--- config.mk ---
export PLATFORM = sky130hd
export DESIGN_NAME = pwm_capture_flat
export DESIGN_NICKNAME = d
export VERILOG_FILES = /design/src/rtl/pwm_capture_if.sv /design/src/rtl/pwm_capture.sv /design/src/flat_wrapper.sv
export SDC_FILE = /design/constraint.sdc
export NUM_CORES = 1
export LEC_CHECK = 0
export CAP_MARGIN = 20
export CELL_PAD_IN_SITES_DETAIL_PLACEMENT = 1
export CELL_PAD_IN_SITES_GLOBAL_PLACEMENT = 1
export CORE_MARGIN = 2
export CORE_UTILIZATION = 35
export CTS_CLUSTER_SIZE = 14
export DETAILED_ROUTE_END_ITERATION = 12
export PLACE_DENSITY_LB_ADDON = 0.1
export SLEW_MARGIN = 40
export SYNTH_ARGS = -nofsm -noshare
export SYNTH_HDL_FRONTEND = slang
export SYNTH_SLANG_ARGS = --single-unit
--- constraint.sdc ---
create_clock -name clk -period 1.3 [get_ports clk]
set_input_delay 0.39 -clock clk [delete_from_list [all_inputs] [get_ports clk]]
set_output_delay 0.39 -clock clk [all_outputs]
set_load 0.03 [all_outputs]
--- src/rtl/pwm_capture_if.sv ---
// pwm_capture_if: valid/ready measurement stream carrying one PWM cycle's
// high time and period.
//   m_valid   : a measurement is held on high_time/period
//   m_ready   : downstream accepts the measurement
//   high_time : cycles the conditioned input was 1 within the period
//   period    : cycles between consecutive rising edges
// master = producer (pwm_capture), slave = consumer.
interface pwm_capture_if #(parameter int width = 16);
  logic             m_valid;
  logic             m_ready;
  logic [width-1:0] high_time;
  logic [width-1:0] period;

  modport master (output m_valid, high_time, period, input m_ready);
  modport slave  (input m_valid, high_time, period, output m_ready);
endinterface

--- src/rtl/pwm_capture.sv ---
// pwm_capture: measures high time and period of a PWM input, in clk cycles,
// for every complete input cycle and presents each result on a valid/ready
// stream. A missing rising edge for 2^width-1 cycles raises timeout and drops
// back to IDLE; a result completed while the previous one is still unaccepted
// is dropped and flagged with overrun.
// Optional build macro: PWM_CAPTURE_SYNC_EN adds a two-flop synchronizer on
// din (one extra cycle of latency, counts unchanged).
// Ports:
//   clk      : clock
//   rst_n    : synchronous reset, active low
//   din      : PWM input
//   m        : measurement stream (pwm_capture_if master)
//   timeout  : one-cycle pulse, no rising edge within 2^width-1 cycles
//   overrun  : one-cycle pulse, a completed measurement was dropped
module pwm_capture #(
  parameter int width = 16
) (
  input  logic           clk,
  input  logic           rst_n,
  input  logic           din,
  pwm_capture_if.master  m,
  output logic           timeout,
  output logic           overrun
);
  localparam logic [width-1:0] CNT_MAX = '1;
  localparam logic [width-1:0] CNT_ONE = width'(1);

  typedef enum logic {IDLE, MEASURE} state_t;

  state_t           state, state_nxt;
  logic             din_s, din_d, rise;
  logic [width-1:0] period_cnt, period_nxt;
  logic [width-1:0] high_cnt, high_nxt;
  logic             publish, timeout_nxt;

  // Input conditioning: din_s is the value the counters see.
`ifdef PWM_CAPTURE_SYNC_EN
  logic din_meta;
  always_ff @(posedge clk) begin
    if (!rst_n) begin
      din_meta <= 1'b0;
      din_s    <= 1'b0;
    end else begin
      din_meta <= din;
      din_s    <= din_meta;
    end
  end
`else
  always_ff @(posedge clk) begin
    if (!rst_n) din_s <= 1'b0;
    else        din_s <= din;
  end
`endif

  always_ff @(posedge clk) begin
    if (!rst_n) din_d <= 1'b0;
    else        din_d <= din_s;
  end

  assign rise = din_s & ~din_d;

  always_ff @(posedge clk) begin
    if (!rst_n) begin
      state      <= IDLE;
      period_cnt <= '0;
      high_cnt   <= '0;
    end else begin
      state      <= state_nxt;
      period_cnt <= period_nxt;
      high_cnt   <= high_nxt;
    end
  end

  // The rise cycle itself is counted as the first cycle of the new period
  // (and as high), hence the reload to 1 rather than 0.
  always_comb begin
    state_nxt   = state;
    period_nxt  = period_cnt;
    high_nxt    = high_cnt;
    publish     = 1'b0;
    timeout_nxt = 1'b0;
    case (state)
      IDLE: begin
        period_nxt = '0;
        high_nxt   = '0;
        if (rise) begin
          // First partial cycle is unknown-length: start counting, publish nothing.
          state_nxt  = MEASURE;
          period_nxt = CNT_ONE;
          high_nxt   = CNT_ONE;
        end
      end
      MEASURE: begin
        if (rise) begin
          publish    = 1'b1;
          period_nxt = CNT_ONE;
          high_nxt   = CNT_ONE;
        end else if (period_cnt == CNT_MAX) begin
          // Stop before the counter could wrap.
          timeout_nxt = 1'b1;
          state_nxt   = IDLE;
          period_nxt  = '0;
          high_nxt    = '0;
        end else begin
          period_nxt = period_cnt + CNT_ONE;
          if (din_s) high_nxt = high_cnt + CNT_ONE;
        end
      end
    endcase
  end

  // Output register: held data stays stable until accepted; a publish that
  // coincides with a transfer replaces it without a bubble.
  always_ff @(posedge clk) begin
    if (!rst_n) begin
      m.m_valid   <= 1'b0;
      m.high_time <= '0;
      m.period    <= '0;
      timeout     <= 1'b0;
      overrun     <= 1'b0;
    end else begin
      timeout <= timeout_nxt;
      overrun <= publish & m.m_valid & ~m.m_ready;
      if (publish && (!m.m_valid || m.m_ready)) begin
        m.m_valid   <= 1'b1;
        m.high_time <= high_cnt;
        m.period    <= period_cnt;
      end else if (m.m_valid && m.m_ready) begin
        m.m_valid <= 1'b0;
      end
    end
  end
endmodule

--- src/flat_wrapper.sv ---
// flat-port wrapper written by rule: the top's interface ports become plain ports
module pwm_capture_flat 
#(
  parameter int width = 16
)
  (clk, rst_n, din, timeout, overrun, m_m_valid, m_high_time, m_period, m_m_ready);
  pwm_capture_if #(.width(width)) m_i ();
  input  logic clk;
  input  logic rst_n;
  input  logic din;
  output logic timeout;
  output logic overrun;
  output wire logic [$bits(m_i.m_valid)-1:0] m_m_valid;
  output wire logic [$bits(m_i.high_time)-1:0] m_high_time;
  output wire logic [$bits(m_i.period)-1:0] m_period;
  input wire logic [$bits(m_i.m_ready)-1:0] m_m_ready;
  assign m_m_valid = m_i.m_valid;
  assign m_high_time = m_i.high_time;
  assign m_period = m_i.period;
  assign m_i.m_ready = m_m_ready;
  pwm_capture #(.width(width)) u_core (.clk(clk), .rst_n(rst_n), .din(din), .m(m_i), .timeout(timeout), .overrun(overrun));
endmodule
==> impl_metrics.sql <==
INSERT INTO impl_metrics (metric_group, metric, value, unit) VALUES
('outcome', 'status', 'finished, violations left', ''),
('outcome', 'violations', 'setup timing', ''),
('cts', 'clock_sink_count', '70', ''),
('global_route', 'initial_antenna_violation_count', '0', ''),
('cts', 'clock_transition_at_the_register_clock_pins_on_the_worst_setup_and_hold_paths_after_cts', '0.08', 'ns'),
('synth', 'proportion_of_synthesized_chip_area_in_sequential_cells', '48.1', '%'),
('flow_run', 'cap_violations', '0', ''),
('cts', 'tritoncts', 'yes', ''),
('placed_design', 'port-buffer-count', '38', ''),
('detailed_routing', 'first_pass_iters', '4', ''),
('cts', 'cts_inserted_buffers', '9', ''),
('layout', 'layout_commonest_cell', 'sky130_fd_sc_hd__buf_4', ''),
('timing', 'setup_viol', '62', ''),
('synth', 'postSynth.asyncResetShare', '0', '%'),
('detailed_routing', 'wire_per_inst', '19.0', 'um'),
('setup_path', 'cp.required', '1.59', 'ns'),
('hold_path', 'timing.hold.worst_endpoint', 'u_core.m.high_time[10]', ''),
('detailed_routing', 'detail_route.wirelength', '10.7', 'mm'),
('setup_path', 'r2r_setup_slack', '-0.17', 'ns'),
('timing', 'final.min_clock_period', '1.47', 'ns'),
('floorplanning', 'floorplan.initialDensity', '35.8', '%'),
('timing', 'final_number_of_hold_violating_endpoints', '0', ''),
('cts', 'cts-htree-levels', '3', ''),
('timing', 'final_min_period_over_clock_period', '113', '%'),
('layout', 'n_antenna_cell', '0', ''),
('placed_design', 'dp_hpwl', '5.54', 'mm'),
('floorplanning', 'core-area', '8130', 'um^2'),
('synth', 'synth_top_area_share', '48.1', '%'),
('setup_path', 'worst-setup-path-type', 'flop to flop', ''),
('setup_path', 'rr_endpoint', 'u_core.period_cnt[15]', ''),
('floorplanning', 'design.die.area', '9070', 'um^2'),
('timing', 'worst-slew-pin-transition', '0.328', 'ns'),
('detailed_routing', 'antenna_nets_post_route', '0', ''),
('timing', 'count_of_pins_over_their_slew_limit', '0', ''),
('floorplanning', 'die_x', '95.2', 'um'),
('layout', 'core_util_final', '60.3', '%'),
('floorplanning', 'num_rows', '33', ''),
('timing', 'slew-limit-headroom', '77.8', '%'),
('synth', 'syn_inst', '337', ''),
('power', 'p_leak', '0.00205', 'uW'),
('global_route', 'grt_max_degree', '26', ''),
('timing', 'hold_ws', '0.454', 'ns'),
('global_route', 'grt_pass1_vias', '3024', ''),
('setup_path', 'cp.arrival', '1.76', 'ns'),
('setup_path', 'timing.critical_path.fanout_max', '2', ''),
('layout', 'final_cells', '560', ''),
('cts', 'clock_insertion_delay_worst_skew', '0.36', 'ns'),
('detailed_routing', 'route.vias.total', '2851', ''),
('floorplanning', 'die_h', '95.2', 'um'),
('layout', 'drive_above_1_share', '62.0', '%'),
('synth', 'ys_types', '41', ''),
('setup_path', 'worst_setup_path_end_kind', 'flop', ''),
('detailed_routing', 'avgViaCountPerCell', '5.09', ''),
('timing', 'skew', '0.00824', 'ns'),
('global_route', 'met1_usage', '26.4', '%'),
('global_route', 'grtUsageMet3', '3.00', '%'),
('hold_path', 'min_path_cells', '2', ''),
('layout', 'area_delta_synth_final', '68.3', '%'),
('synth', 'synth.net_count', '343', ''),
('synth', 'synth.avg_cell_area', '8.64', 'um^2'),
('synth', 'yosysWarnings', '0', ''),
('setup_path', 'crit_path_start', 'u_core.period_cnt[8]', ''),
('synth', 'yosys-top-cells-area', 'sky130_fd_sc_hd__dfxtp_1, sky130_fd_sc_hd__nand2_1, sky130_fd_sc_hd__a21boi_0', ''),
('layout', 'fill_cells', '877', ''),
('timing', 'fin_ws', '-0.173', 'ns'),
('cts', 'cts_hold_buffers_added', '0', ''),
('power', 'powerDensity', '933', 'nW/um^2'),
('global_route', 'wire_length_of_the_first_global_routing_pass', '15.6', 'mm'),
('timing', 'setup_repair_after_global_routing_missed_its_margin', 'yes', ''),
('layout', 'area.sequential', '1450', 'um^2'),
('synth', 'synth-edff-count', '0', '');
[power breakdown]
| group | internal (uW) | leakage, uW | switching (uW) |
|---|---|---|---|
| registers | 2150 | 0.000583 | 16.3 |
| clock network | 1190 | 0.000116 | 903 |
| logic | 149 | 0.00135 | 168 |
[state kept, by name, summed over array words and instances, names as in the netlist]
register,count
u_core.timeout,1
u_core.din_s,1
u_core.din_d,1
u_core.m.high_time,16
u_core.high_cnt,16
u_core.m.m_valid,1
u_core.overrun,1
u_core.period_cnt,16
u_core.m.period,16
u_core.state,1
[kinds of logic (layout without fill, tap and decap cells)]
family	after synthesis	in the layout	share of synthesized area, %
AND/OR/NAND/NOR	162	162	27.3
AO/OA/AOI/OAI	61	61	14.1
XOR/XNOR	18	18	5.41
buffers and inverters	22	140	3.52
flip-flops	70	70	48.1
adder cells (fa/ha/maj)	2	2	0.859
multiplexers	2	2	0.687
[worst max path at each step]
| stage | to | slack (ns) | depth (start not counted) |
|---|---|---|---|
| after global placement | u_core.period_cnt[0] | -0.40 | 5 |
| after floorplan | u_core.period_cnt[15] | -0.03 | 4 |
| after CTS | u_core.period_cnt[15] | -0.19 | 5 |
| final | u_core.period_cnt[15] | -0.17 | 5 |
| after global routing | u_core.period_cnt[15] | -0.22 | 5 |
| after detailed placement | u_core.m.period[1] | -0.48 | 6 |
[synthesized netlist by cell type (2+ instances only)]
library cell / count
sky130_fd_sc_hd__and3_1: 3
sky130_fd_sc_hd__o31ai_1: 2
sky130_fd_sc_hd__nor2_1: 23
sky130_fd_sc_hd__nand4_1: 11
sky130_fd_sc_hd__or4_1: 3
sky130_fd_sc_hd__inv_1: 3
sky130_fd_sc_hd__clkbuf_1: 10
sky130_fd_sc_hd__o311ai_0: 2
sky130_fd_sc_hd__and4_1: 4
sky130_fd_sc_hd__ha_1: 2
sky130_fd_sc_hd__xnor2_1: 2
sky130_fd_sc_hd__nor3b_1: 2
sky130_fd_sc_hd__and3_2: 2
sky130_fd_sc_hd__and2_1: 5
sky130_fd_sc_hd__nand2b_1: 2
sky130_fd_sc_hd__dfxtp_1: 70
sky130_fd_sc_hd__nor3_1: 2
sky130_fd_sc_hd__a21oi_1: 13
sky130_fd_sc_hd__xor2_1: 16
sky130_fd_sc_hd__a21boi_0: 32
sky130_fd_sc_hd__o21ai_0: 8
sky130_fd_sc_hd__nand3_1: 13
sky130_fd_sc_hd__buf_2: 7
sky130_fd_sc_hd__mux2i_1: 2
sky130_fd_sc_hd__nand2_1: 79
sky130_fd_sc_hd__or3_1: 4
[through the flow]
step | worst slack, ns | power [uW] | area, um^2
after CTS | -0.187 | 4550 | 4490
after floorplan | -0.0265 | 2310 | 2950
final | -0.173 | 4570 | 4900
after global placement | -0.398 | 2410 | 3780
after global routing | -0.224 | 4710 | 4900
after detailed placement | -0.484 | 2410 | 3780
[layer usage]
layer,part of all wire (%),vias to the layer above
met1,42,1420
met2,54,36
met5,0,-
met3,1.8,18
li1,-,1377
met4,2.4,0
[area by class of cell]
type                    instances  share of cell area [%]
clock buffers                  11                    3.09
clock inverters                 5                    1.66
inverters                       3                   0.230
multi-input cells             245                    39.5
flip-flops and latches         70                    29.5
well taps                     105                    2.68
repair buffers                121                    23.3
[what timing repair did]
item | in CTS | in global routing
endpoints found under the setup margin | 66 | 70
gates cloned | 8 | 0
buffers inserted | 11 | 9
pin swaps | 44 | 61
gates resized for setup | 96 | 147
[worst max-delay path, stage by stage (launching register included)]
cell,delay (ns)
sky130_fd_sc_hd__dfxtp_2,0.34
sky130_fd_sc_hd__and4_4,0.27
sky130_fd_sc_hd__buf_12,0.11
sky130_fd_sc_hd__nand2_4,0.04
sky130_fd_sc_hd__or4_4,0.51
sky130_fd_sc_hd__a21oi_2,0.13
Note: power is estimated with default switching activity, not from simulation.
